==> src/rtl/ldm_stm_sequencer.sv <==
// ldm_stm_sequencer: multi-cycle LDM/STM block-transfer controller.
// Walks the latched register list lowest-bit first, issues one memory strobe
// per register with a MOC handshake, writes loaded data back to the register
// file and optionally updates the base register.
// Every transfer is followed by one cycle with the strobe low: after a store
// that cycle is a gap phase inside XFER, and after a load it is the LOADWR
// cycle followed by the same gap phase.
// All outputs are decoded from registered state only, so they do not depend
// combinationally on any input.
module ldm_stm_sequencer #(
    parameter int DATA_WIDTH = 32,
    parameter int WORD_BYTES = 4
) (
    input  logic                  CLK,
    input  logic                  CLR,
    input  logic                  start,
    input  logic                  L,
    input  logic                  P,
    input  logic                  U,
    input  logic                  W,
    input  logic [15:0]           regList,
    input  logic [3:0]            baseReg,
    input  logic [DATA_WIDTH-1:0] baseAddr,
    input  logic [DATA_WIDTH-1:0] memDataIn,
    input  logic                  MOC,
    output logic                  busy,
    output logic                  done,
    output logic [DATA_WIDTH-1:0] memAddress,
    output logic                  memEnable,
    output logic                  memRW,
    output logic                  rfRW,
    output logic [3:0]            rfWriteAddress,
    output logic [3:0]            rfAddressB,
    output logic [DATA_WIDTH-1:0] rfInputData
);

    typedef enum logic [2:0] {
        S_IDLE   = 3'd0,
        S_SETUP  = 3'd1,
        S_XFER   = 3'd2,
        S_LOADWR = 3'd3,
        S_WB     = 3'd4,
        S_DONE   = 3'd5
    } state_t;

    localparam logic [DATA_WIDTH-1:0] STEP = DATA_WIDTH'(WORD_BYTES);

    // Number of set bits in a register list.
    function automatic logic [4:0] popcount16(input logic [15:0] v);
        logic [4:0] c;
        c = 5'd0;
        for (int i = 0; i < 16; i++) begin
            c = c + {4'd0, v[i]};
        end
        return c;
    endfunction

    // Index of the lowest set bit (0 when the list is empty).
    function automatic logic [3:0] lowest_set(input logic [15:0] v);
        logic [3:0] idx;
        idx = 4'd0;
        for (int i = 15; i >= 0; i--) begin
            if (v[i]) begin
                idx = 4'(i);
            end else begin
                idx = idx;
            end
        end
        return idx;
    endfunction

    state_t                state_q, state_d;
    logic                  l_q, l_d;
    logic                  p_q, p_d;
    logic                  u_q, u_d;
    logic                  wb_en_q, wb_en_d;
    logic                  gap_q, gap_d;
    logic [15:0]           list_q, list_d;
    logic [3:0]            base_reg_q, base_reg_d;
    logic [DATA_WIDTH-1:0] base_q, base_d;
    logic [DATA_WIDTH-1:0] addr_q, addr_d;
    logic [DATA_WIDTH-1:0] final_q, final_d;
    logic [DATA_WIDTH-1:0] data_q, data_d;

    logic [4:0]            n_s;
    logic [DATA_WIDTH-1:0] off_s;
    logic [3:0]            cur_s;
    logic [15:0]           cur_mask_s;

    assign n_s        = popcount16(list_q);
    assign off_s      = DATA_WIDTH'(n_s) * STEP;
    assign cur_s      = lowest_set(list_q);
    assign cur_mask_s = 16'd1 << cur_s;

    // Next-state and datapath update for the transfer sequence.
    always_comb begin
        state_d    = state_q;
        l_d        = l_q;
        p_d        = p_q;
        u_d        = u_q;
        wb_en_d    = wb_en_q;
        gap_d      = gap_q;
        list_d     = list_q;
        base_reg_d = base_reg_q;
        base_d     = base_q;
        addr_d     = addr_q;
        final_d    = final_q;
        data_d     = data_q;
        case (state_q)
            S_IDLE: begin
                if (start) begin
                    l_d        = L;
                    p_d        = P;
                    u_d        = U;
                    // A loaded base register wins over the writeback.
                    wb_en_d    = W & ~(L & regList[baseReg]);
                    list_d     = regList;
                    base_reg_d = baseReg;
                    base_d     = baseAddr;
                    state_d    = S_SETUP;
                end else begin
                    state_d    = S_IDLE;
                end
            end
            S_SETUP: begin
                gap_d   = 1'b0;
                final_d = u_q ? (base_q + off_s) : (base_q - off_s);
                case ({p_q, u_q})
                    2'b01:   addr_d = base_q;                 // IA
                    2'b11:   addr_d = base_q + STEP;          // IB
                    2'b00:   addr_d = base_q - off_s + STEP;  // DA
                    2'b10:   addr_d = base_q - off_s;         // DB
                    default: addr_d = base_q;
                endcase
                if (n_s == 5'd0) begin
                    state_d = S_DONE;
                end else begin
                    state_d = S_XFER;
                end
            end
            S_XFER: begin
                if (gap_q) begin
                    // Strobe-low cycle: decide whether another register follows.
                    if (list_q == 16'd0) begin
                        state_d = wb_en_q ? S_WB : S_DONE;
                    end else begin
                        gap_d   = 1'b0;
                    end
                end else if (MOC) begin
                    if (l_q) begin
                        data_d  = memDataIn;
                        state_d = S_LOADWR;
                    end else begin
                        list_d  = list_q & ~cur_mask_s;
                        addr_d  = addr_q + STEP;
                        gap_d   = 1'b1;
                    end
                end else begin
                    state_d = S_XFER;
                end
            end
            S_LOADWR: begin
                list_d  = list_q & ~cur_mask_s;
                addr_d  = addr_q + STEP;
                gap_d   = 1'b1;
                state_d = S_XFER;
            end
            S_WB: begin
                state_d = S_DONE;
            end
            S_DONE: begin
                state_d = S_IDLE;
            end
            default: begin
                state_d = S_IDLE;
            end
        endcase
    end

    // State and datapath registers with synchronous active-low reset.
    always_ff @(posedge CLK) begin
        if (!CLR) begin
            state_q    <= S_IDLE;
            l_q        <= 1'b0;
            p_q        <= 1'b0;
            u_q        <= 1'b0;
            wb_en_q    <= 1'b0;
            gap_q      <= 1'b0;
            list_q     <= 16'd0;
            base_reg_q <= 4'd0;
            base_q     <= '0;
            addr_q     <= '0;
            final_q    <= '0;
            data_q     <= '0;
        end else begin
            state_q    <= state_d;
            l_q        <= l_d;
            p_q        <= p_d;
            u_q        <= u_d;
            wb_en_q    <= wb_en_d;
            gap_q      <= gap_d;
            list_q     <= list_d;
            base_reg_q <= base_reg_d;
            base_q     <= base_d;
            addr_q     <= addr_d;
            final_q    <= final_d;
            data_q     <= data_d;
        end
    end

    // Output decode from registered state.
    always_comb begin
        busy           = (state_q != S_IDLE);
        done           = (state_q == S_DONE);
        memEnable      = (state_q == S_XFER) && !gap_q;
        memRW          = memEnable & l_q;
        memAddress     = addr_q;
        rfAddressB     = (state_q == S_XFER) ? cur_s : 4'd0;
        rfRW           = 1'b1;
        rfWriteAddress = 4'd0;
        rfInputData    = '0;
        if (state_q == S_LOADWR) begin
            rfRW           = 1'b0;
            rfWriteAddress = cur_s;
            rfInputData    = data_q;
        end else if (state_q == S_WB) begin
            rfRW           = 1'b0;
            rfWriteAddress = base_reg_q;
            rfInputData    = final_q;
        end else begin
            rfRW           = 1'b1;
        end
    end

endmodule

==> config.mk <==
export PLATFORM = sky130hd
export DESIGN_NAME = ldm_stm_sequencer
export DESIGN_NICKNAME = d
export VERILOG_FILES = /design/src/rtl/ldm_stm_sequencer.sv
export SDC_FILE = /design/constraint.sdc
export NUM_CORES = 1
export LEC_CHECK = 0
export ABC_AREA = 1
export CAP_MARGIN = 20
export CELL_PAD_IN_SITES_DETAIL_PLACEMENT = 0
export CELL_PAD_IN_SITES_GLOBAL_PLACEMENT = 1
export CORE_ASPECT_RATIO = 0.8
export CORE_MARGIN = 2
export CORE_UTILIZATION = 39
export DETAILED_ROUTE_END_ITERATION = 6
export PLACE_DENSITY = 0.82
export REMOVE_ABC_BUFFERS = 1
export SYNTH_ARGS = -nofsm -noshare
export SYNTH_HDL_FRONTEND = slang
export SYNTH_SLANG_ARGS = --single-unit
==> constraint.sdc <==
create_clock -name CLK -period 7.3 [get_ports CLK]
set_input_delay 1.46 -clock CLK [delete_from_list [all_inputs] [get_ports CLK]]
set_output_delay 1.46 -clock CLK [all_outputs]
set_load 0.01 [all_outputs]
# == Word level (Yosys, flattened, before mapping) ==
# Index checks and enable logic that the tools add are counted.
# totals
regBits,156
wordCells,118
inputBits,92
out_inout_bits,77
# classes
shifts,1
order_cmp,1
n_reduce_logical,14
muxes,49
n_bitwise,7
eq_ne,14
addsub,20
# op_table
op,n
two-way mux 32 bit,6
case mux 32 bit (4 select lines),1
adder 32 x 3 -> 32 bit (second input constant),3
case mux 32 bit (3 select lines),1
two-way mux 4 bit,19
two-way mux 16 bit,4
adder 5 x 1 -> 5 bit,11
case mux 16 bit (3 select lines),1
adder 32 x 7 -> 32 bit,1
subtractor 32 x 7 -> 32 bit,1
AND 16 bit,1
logical NOT 16 bit,1
NOT 16 bit,1
<< shifter 1 x 4 -> 16 bit (first input constant),1
two-way mux 3 bit,5
case mux 3 bit (5 select lines),1
two-way mux 1 bit,9
nonzero test 3 bit,3
inequality test 2 bit (second input constant),4
AND reduction 4 bit,2
== test 3 x 2 -> 1 bit (second input constant),2
== test 3 bit (second input constant),2
adder 4 x 1 -> 5 bit,1
logical NOT 5 bit,1
19 further kinds,24

# == Logic depth before layout (Yosys ltp) ==
# Gate-level depths: netlist (run 1).
# depth
depth_word,23
mapped_depth,34
depth_no_buf,34

# == Worst setup path before layout (run 1) ==
# No wires, ideal clock.
# synth_timing
kind,reg2reg
from,register list_q[5]
to,"register addr_q[30], in the netlist memAddress[30]"
t_required_ns,7.178
arrival_time_ns,5.318
setup_ns,0.122
synth_period_minus_slack_ns,5.440
n_path_buf,0
path_slack_ns,1.860
stages_incl_launch_ff,29
path_cell_list,dfxtp_1 > inv_1 > fa_1 > inv_1 > fa_1 > fa_1 > inv_1 > fa_1 > inv_1 > ha_1 > inv_1 > fa_1 > fa_1 > nand2_1 > o21ai_1 > ha_1 > inv_1 > nor2_1 > nand3_1 > nor2_2 > nand3_1 > nor2_4 > nand3_2 > nor2_2 > nand3_1 > nand3_1 > nand2_1 > nand2_1 > a21oi_2
# synth_between
elab_chain_len,15
# synth_lines
item,line_no,source
start: declaration,78,"logic [15:0] list_q, list_d;"
start signal: assignment,202,list_q <= list_d;
adder 5 x 1 -> 5 bit * (11 in a row),53,"c = c + {4'd0, v[i]};"
subtractor 32 x 7 -> 32 bit *,"131, 132",
adder 32 x 3 -> 32 bit,131,2'b00: addr_d = base_q - off_s + STEP;
case mux 32 bit (4 select lines) *,128,"case ({p_q, u_q})"
case mux 32 bit (3 select lines) *,109,case (state_q)
end signal: assignment,205,addr_q <= addr_d;
end: declaration,81,"logic [DATA_WIDTH-1:0] addr_q, addr_d;"
# Mark *: on every way between the ends. The rest lies on a longest branch, timed or not.
# A chain may end at the register's enable or synchronous reset.

# == Final worst setup path (run 1) ==
# layout_timing
from,register list_q[7]
to,"register addr_q[28], in the netlist memAddress[28]"
# layout_between
elab_chain_len,13
# layout_lines
item,line_no
adder 5 x 1 -> 5 bit * (9 in a row),53
subtractor 32 x 7 -> 32 bit *,"131, 132"
adder 32 x 3 -> 32 bit,131
case mux 32 bit (4 select lines) *,128
case mux 32 bit (3 select lines) *,109
# Marked as above.

==> results of run 1 <==
-- cells by family after synthesis --
group / after synthesis / synth area share, %
fa+ha+maj: 34 / 4.27
xor+xnor: 25 / 1.81
simple gates: 945 / 34.4
compound gates: 466 / 22.8
buf+inv: 333 / 10.8
flops: 156 / 25.9
-- synth_stat cells (6+ instances only) --
library cell	instances	share of area (%)
nand3_2	8	0.66
nand4_1	20	1.0
o21ai_1	8	0.33
o211ai_1	44	2.7
o21bai_1	6	0.37
nor2_1	224	7.0
inv_2	9	0.28
a21oi_1	153	6.3
xor2_1	19	1.4
nor3_1	24	1.0
inv_1	215	6.7
ha_1	22	2.3
nand3_1	158	6.6
clkbuf_1	81	2.5
fa_1	12	2.0
nand2_1	437	14
a32o_1	29	2.4
o21ai_0	174	7.2
buf_2	13	0.54
xnor2_1	6	0.44
nor4_1	7	0.36
dfxtp_1	156	26
nand2_2	25	1.3
nor2_4	10	0.93
nor2_2	23	1.2
a31oi_1	11	0.57
-- state kept, by name, indices dropped and copies added (netlist names) --
| signal | cells |
|---|---|
| u_q | 1 |
| memAddress | 32 |
| wb_en_q | 1 |
| gap_q | 1 |
| data_q | 32 |
| l_q | 1 |
| list_q | 16 |
| base_reg_q | 4 |
| base_q | 32 |
| final_q | 32 |
| state_q | 3 |
| p_q | 1 |
-- critical path, delay by kind of cell (launching register included) --
kind,cells,cell delay [ns]
buf+inv,6,0.36
flops,1,0.38
simple gates,12,1.70
compound gates,2,0.17
fa+ha+maj,8,3.46
-- routing by layer --
layer  track usage, %  up-vias  part of all wire [%]
li1                 -     6704                     -
met1             39.3     6304                    48
met2             41.8      454                    44
met3             3.89       45                   6.6
met4             6.23        0                   1.4
met5                0        -                     0
-- final timing paths --
kind / start / endpoint / slack [ns] / depth (start not counted)
setup / recovery: list_q[7]$_SDFFE_PN0P_ / memAddress[28]$_SDFFE_PN0P_ / 1.12 / 28
hold / removal: base_reg_q[3]$_SDFFE_PN0P_ / base_reg_q[3]$_SDFFE_PN0P_ / 0.47 / 2
setup reg to reg: list_q[7]$_SDFFE_PN0P_ / memAddress[28]$_SDFFE_PN0P_ / 1.12 / 28
hold reg to reg: base_reg_q[3]$_SDFFE_PN0P_ / base_reg_q[3]$_SDFFE_PN0P_ / 0.47 / 2
-- area by class of cell --
type | instances | area, sq um | area share, %
well taps | 413 | 517 | 3.53
inverters | 228 | 858 | 5.87
flip-flops and latches | 156 | 3120 | 21.4
clock buffers | 17 | 425 | 2.91
clock inverters | 14 | 210 | 1.44
multi-input cells | 1470 | 7660 | 52.4
repair buffers | 185 | 1830 | 12.5
-- power breakdown --
group	internal, mW	switching (mW)	total [mW]
Clock	0.581	0.424	1.00
Combinational	1.95	3.98	5.93
Sequential	1.08	0.284	1.36
Total	3.61	4.68	8.29
==> results.py, run 1 <==
metrics = {
    "run_status": {
        "status": "finished, final reports clean",
    },
    "placed_design": {
        "hpwl_mm": 32.7,
        "numPortBuffers": 168,
        "dp_slack_ns": 1.15,
        "placed_cell_area_sq_um": 14000,
        "dpl.cell_count": 2452,
        "gp_congestion": 0.902,
    },
    "detailed_routing": {
        "drtAntennaViolNets": 0,
        "avgRoutedWirePerCell_um": 17.6,
        "num_vias": 13507,
        "first_pass_iters": 7,
        "drc": 0,
        "dr.first_iter.drc_count": 1007,
        "vias_per_cell": 5.44,
        "wirelength_mm": 43.6,
    },
    "pwr": {
        "power_density_nw_per_um2": 567,
        "p_leak_nw": 6.13,
        "p_total_mw": 8.29,
        "peakVddDrop_uv": 670,
    },
    "finish": {
        "area_growth_syn_to_layout_pct": 21.1,
        "fin_cells": 2483,
        "diodes": 0,
        "fillers": 3194,
        "fin_area_sq_um": 14600,
        "final_layout_size_suffix_gt1_share_pct": 6.86,
        "layout_commonest_cell": "nand2_1",
        "layout_common_cells": "437 x nand2_1, 221 x nor2_1, 215 x inv_1",
        "nets": 2184,
        "fin_util_pct": 48.1,
    },
    "logic_synthesis": {
        "ys_async_sr_fraction_pct": 0,
        "ys_seq_area_share_pct": 25.9,
        "syn_avg_cell_area_sq_um": 6.16,
        "synth_cell_types": 55,
        "synth-main-ff-cell": "dfxtp_1",
        "synth_edf_count": 0,
        "synthCells": 1959,
        "ys_ff_latch": 156,
        "yosysWarnings": 0,
        "synthesis.area_sq_um": 12100,
    },
    "timing": {
        "fin_hold_ws_ns": 0.467,
        "finalCriticalPeriod_ns": 6.18,
        "final_hold_viol_count": 0,
        "clock.fmax_mhz": 162,
        "setup_tns_ns": 0,
        "setup_slack_ns": 1.12,
        "rsz0062_at_grt": "no",
        "tightest_slew_ns": 1.03,
        "report.final.slew_viol_count": 0,
        "period_share_pct": 84.6,
        "finalSetupViolCount": 0,
        "fin_skew_ns": 0.0130,
        "relSlewSlack_pct": 31.5,
    },
    "die": {
        "die_x_um": 201,
        "die_area_sq_um": 32400,
        "die_h_um": 161,
        "start_util_pct": 39.7,
        "rows": 57,
        "ios": 169,
        "core-area_sq_um": 30400,
    },
    "clock_network": {
        "clock_latency_ns": 0.45,
        "clock-sinks": 156,
        "cts_setup_buffers": 0,
        "tritoncts": "built",
        "clk_pin_slew_ns": 0.07,
        "cts_max_path_buffers": 2,
        "cts_hold_buf": 0,
        "cts.htree.levels": 4,
        "cts-resized-gates": 0,
        "cts_root_buf": "clkbuf_16",
        "numCtsBuffers": 17,
    },
    "grt": {
        "grt.overflow.total": 0,
        "grt_pass1_wl_mm": 69.5,
        "grt_pass1_vias": 12648,
        "antenna_found_initial": 0,
        "grt_max_degree": 78,
        "grt_use_total_pct": 26.9,
    },
    "setup_path": {
        "slowest_stage": "fa_1",
        "slowest_delay_ns": 0.64,
        "cp-start-kind": "register",
        "critPathMaxFanout": 4,
        "crit_path_end_kind": "register",
        "cp.required_ns": 7.64,
        "arrival_ns": 6.51,
        "path_class": "reg -> reg",
    },
    "flow_run": {
        "maxCapViolations": 0,
    },
    "hold_path": {
        "hold_class": "reg -> reg",
    },
}
No activity file was read; power rests on OpenSTA's default activity.
==> inputs of run 2 (changes only) <==
Settings changed: CORE_UTILIZATION 39 to 35, PLACE_DENSITY 0.82 to 0.77.
Clock period 7.3 ns to 5.17 ns, I/O delays scaled along.
==> run 2 against run 1 <==
Compared with the run above: the run now ends with setup timing left; core utilization is 2.3 points higher; via count up 6.6%; non-clock buffer count rose by 200.
==> results.py, run 2 (synthesized netlist as in run 1, its figures left out) <==
metrics = {
    "setup_path": {
        "crit_path_end_kind": "register",
        "path_class": "reg -> reg",
        "cp.required_ns": 5.56,
        "critPathMaxFanout": 5,
        "cpMostUsedCell": "nand2_1",
        "cp-start-kind": "register",
        "slowest_delay_ns": 0.52,
        "slowest_stage": "fa_1",
        "arrival_ns": 6.05,
    },
    "timing": {
        "setup_tns_ns": -13.60,
        "rsz0062_at_grt": "yes",
        "fin_hold_ws_ns": 0.456,
        "setup_slack_ns": -0.499,
        "clock.fmax_mhz": 176,
        "relSlewSlack_pct": 35.9,
        "finalSetupViolCount": 46,
        "fin_skew_ns": 0.0165,
        "report.final.slew_viol_count": 0,
        "period_share_pct": 110,
        "finalCriticalPeriod_ns": 5.67,
        "final_hold_viol_count": 0,
        "tightest_slew_ns": 0.962,
    },
    "die": {
        "die_x_um": 212,
        "start_util_pct": 35.7,
        "rows": 60,
        "die_area_sq_um": 36000,
        "core-area_sq_um": 33800,
        "die_h_um": 170,
        "ios": 169,
    },
    "finish": {
        "multi_input_area_sq_um": 8500,
        "final_layout_size_suffix_gt1_share_pct": 21.8,
        "layout_commonest_cell": "nand2_1",
        "layout_common_cells": "390 x nand2_1, 205 x inv_1, 194 x nor2_1, 194 x buf_4, 167 x clkdlybuf4s50_1",
        "nets": 2384,
        "register_area_sq_um": 3130,
        "diodes": 0,
        "fillers": 3493,
        "area_growth_syn_to_layout_pct": 41.1,
        "fin_util_pct": 50.4,
    },
    "placed_design": {
        "gp_congestion": 0.929,
        "dp_slack_ns": -0.708,
        "hpwl_mm": 37.0,
        "numPortBuffers": 168,
    },
    "grt": {
        "grt_max_degree": 63,
        "grt_pass1_vias": 13615,
        "grt_pass1_wl_mm": 75.9,
        "antenna_found_initial": 0,
        "grt.overflow.total": 0,
        "grt_use_total_pct": 27.0,
    },
    "run_status": {
        "status": "finished with violations",
        "violations": "setup timing",
    },
    "clock_network": {
        "cts_max_path_buffers": 2,
        "clock-sinks": 156,
        "clock_latency_ns": 0.46,
        "numCtsBuffers": 17,
        "clk_pin_slew_ns": 0.07,
        "cts_root_buf": "clkbuf_16",
        "tritoncts": "built",
        "cts_hold_buf": 0,
        "cts.htree.levels": 4,
    },
    "detailed_routing": {
        "avgRoutedWirePerCell_um": 18.3,
        "vias_per_cell": 5.32,
        "dr.first_iter.drc_count": 1089,
        "num_vias": 14396,
        "first_pass_iters": 7,
        "drc": 0,
        "drtAntennaViolNets": 0,
        "wirelength_mm": 49.4,
    },
    "hold_path": {
        "hold_class": "reg -> reg",
    },
    "flow_run": {
        "maxCapViolations": 0,
    },
}
[run 2: cell types whose count changed in the layout (fill, tap and decap cells not counted), sizes merged]
cell / previous run / this run
buf: 18 / 218
bufinv: 4 / 1
clkbuf: 17 / 20
clkinvlp: 1 / 3
inv: 230 / 228
clkinv: 7 / 8
[run 2: worst max-delay path: cells and delay by family (launching register included)]
family	cells	cell delay (ns)
fa+ha+maj	7	3.05
simple gates	15	1.73
buf+inv	6	0.35
flops	1	0.33
compound gates	1	0.11
[run 2: repair_timing]
action / CTS / global route
resized for setup: 141 / 105
buffers inserted: 30 / 25
pin swaps: 73 / 63
endpoints found under the setup margin: 51 / 54
gates cloned: 0 / 0
[run 2: path summary, 6_finish.rpt]
kind | start | endpoint | slack [ns] | cells after the start
setup reg to reg | list_q[11]$_SDFFE_PN0P_ | memAddress[27]$_SDFFE_PN0P_ | -0.50 | 29
setup / recovery | list_q[11]$_SDFFE_PN0P_ | memAddress[27]$_SDFFE_PN0P_ | -0.50 | 29
hold / removal | base_reg_q[2]$_SDFFE_PN0P_ | base_reg_q[2]$_SDFFE_PN0P_ | 0.46 | 2
hold reg to reg | base_reg_q[2]$_SDFFE_PN0P_ | base_reg_q[2]$_SDFFE_PN0P_ | 0.46 | 2
[run 2: layout make-up]
class / count / share of cell area, %
Clock inverter: 12 / 0.654
Clock buffer: 20 / 2.62
Tap cell: 434 / 3.19
Multi-Input combinational cell: 1470 / 49.9
Sequential cell: 156 / 18.3
Inverter: 228 / 5.08
Timing Repair Buffer: 385 / 20.2
[run 2: per-layer routing]
layer / global-route usage [%] / part of all wire [%]
met5: 0 / 0
met4: 6.06 / 1.3
met1: 39.7 / 49
met3: 4.45 / 5.9
met2: 41.1 / 44
[run 2: per-stage QoR]
step / cells / cell area, sq um
after floorplan: 1854 / 11600
after global placement: 2618 / 15100
after detailed placement: 2619 / 15100
after CTS: 2681 / 16500
after global routing: 2705 / 17000
final: 2705 / 17000
Power of run 2 is not shown: default switching activity piles up to over one toggle a cycle in this logic, so the estimate is an artifact.
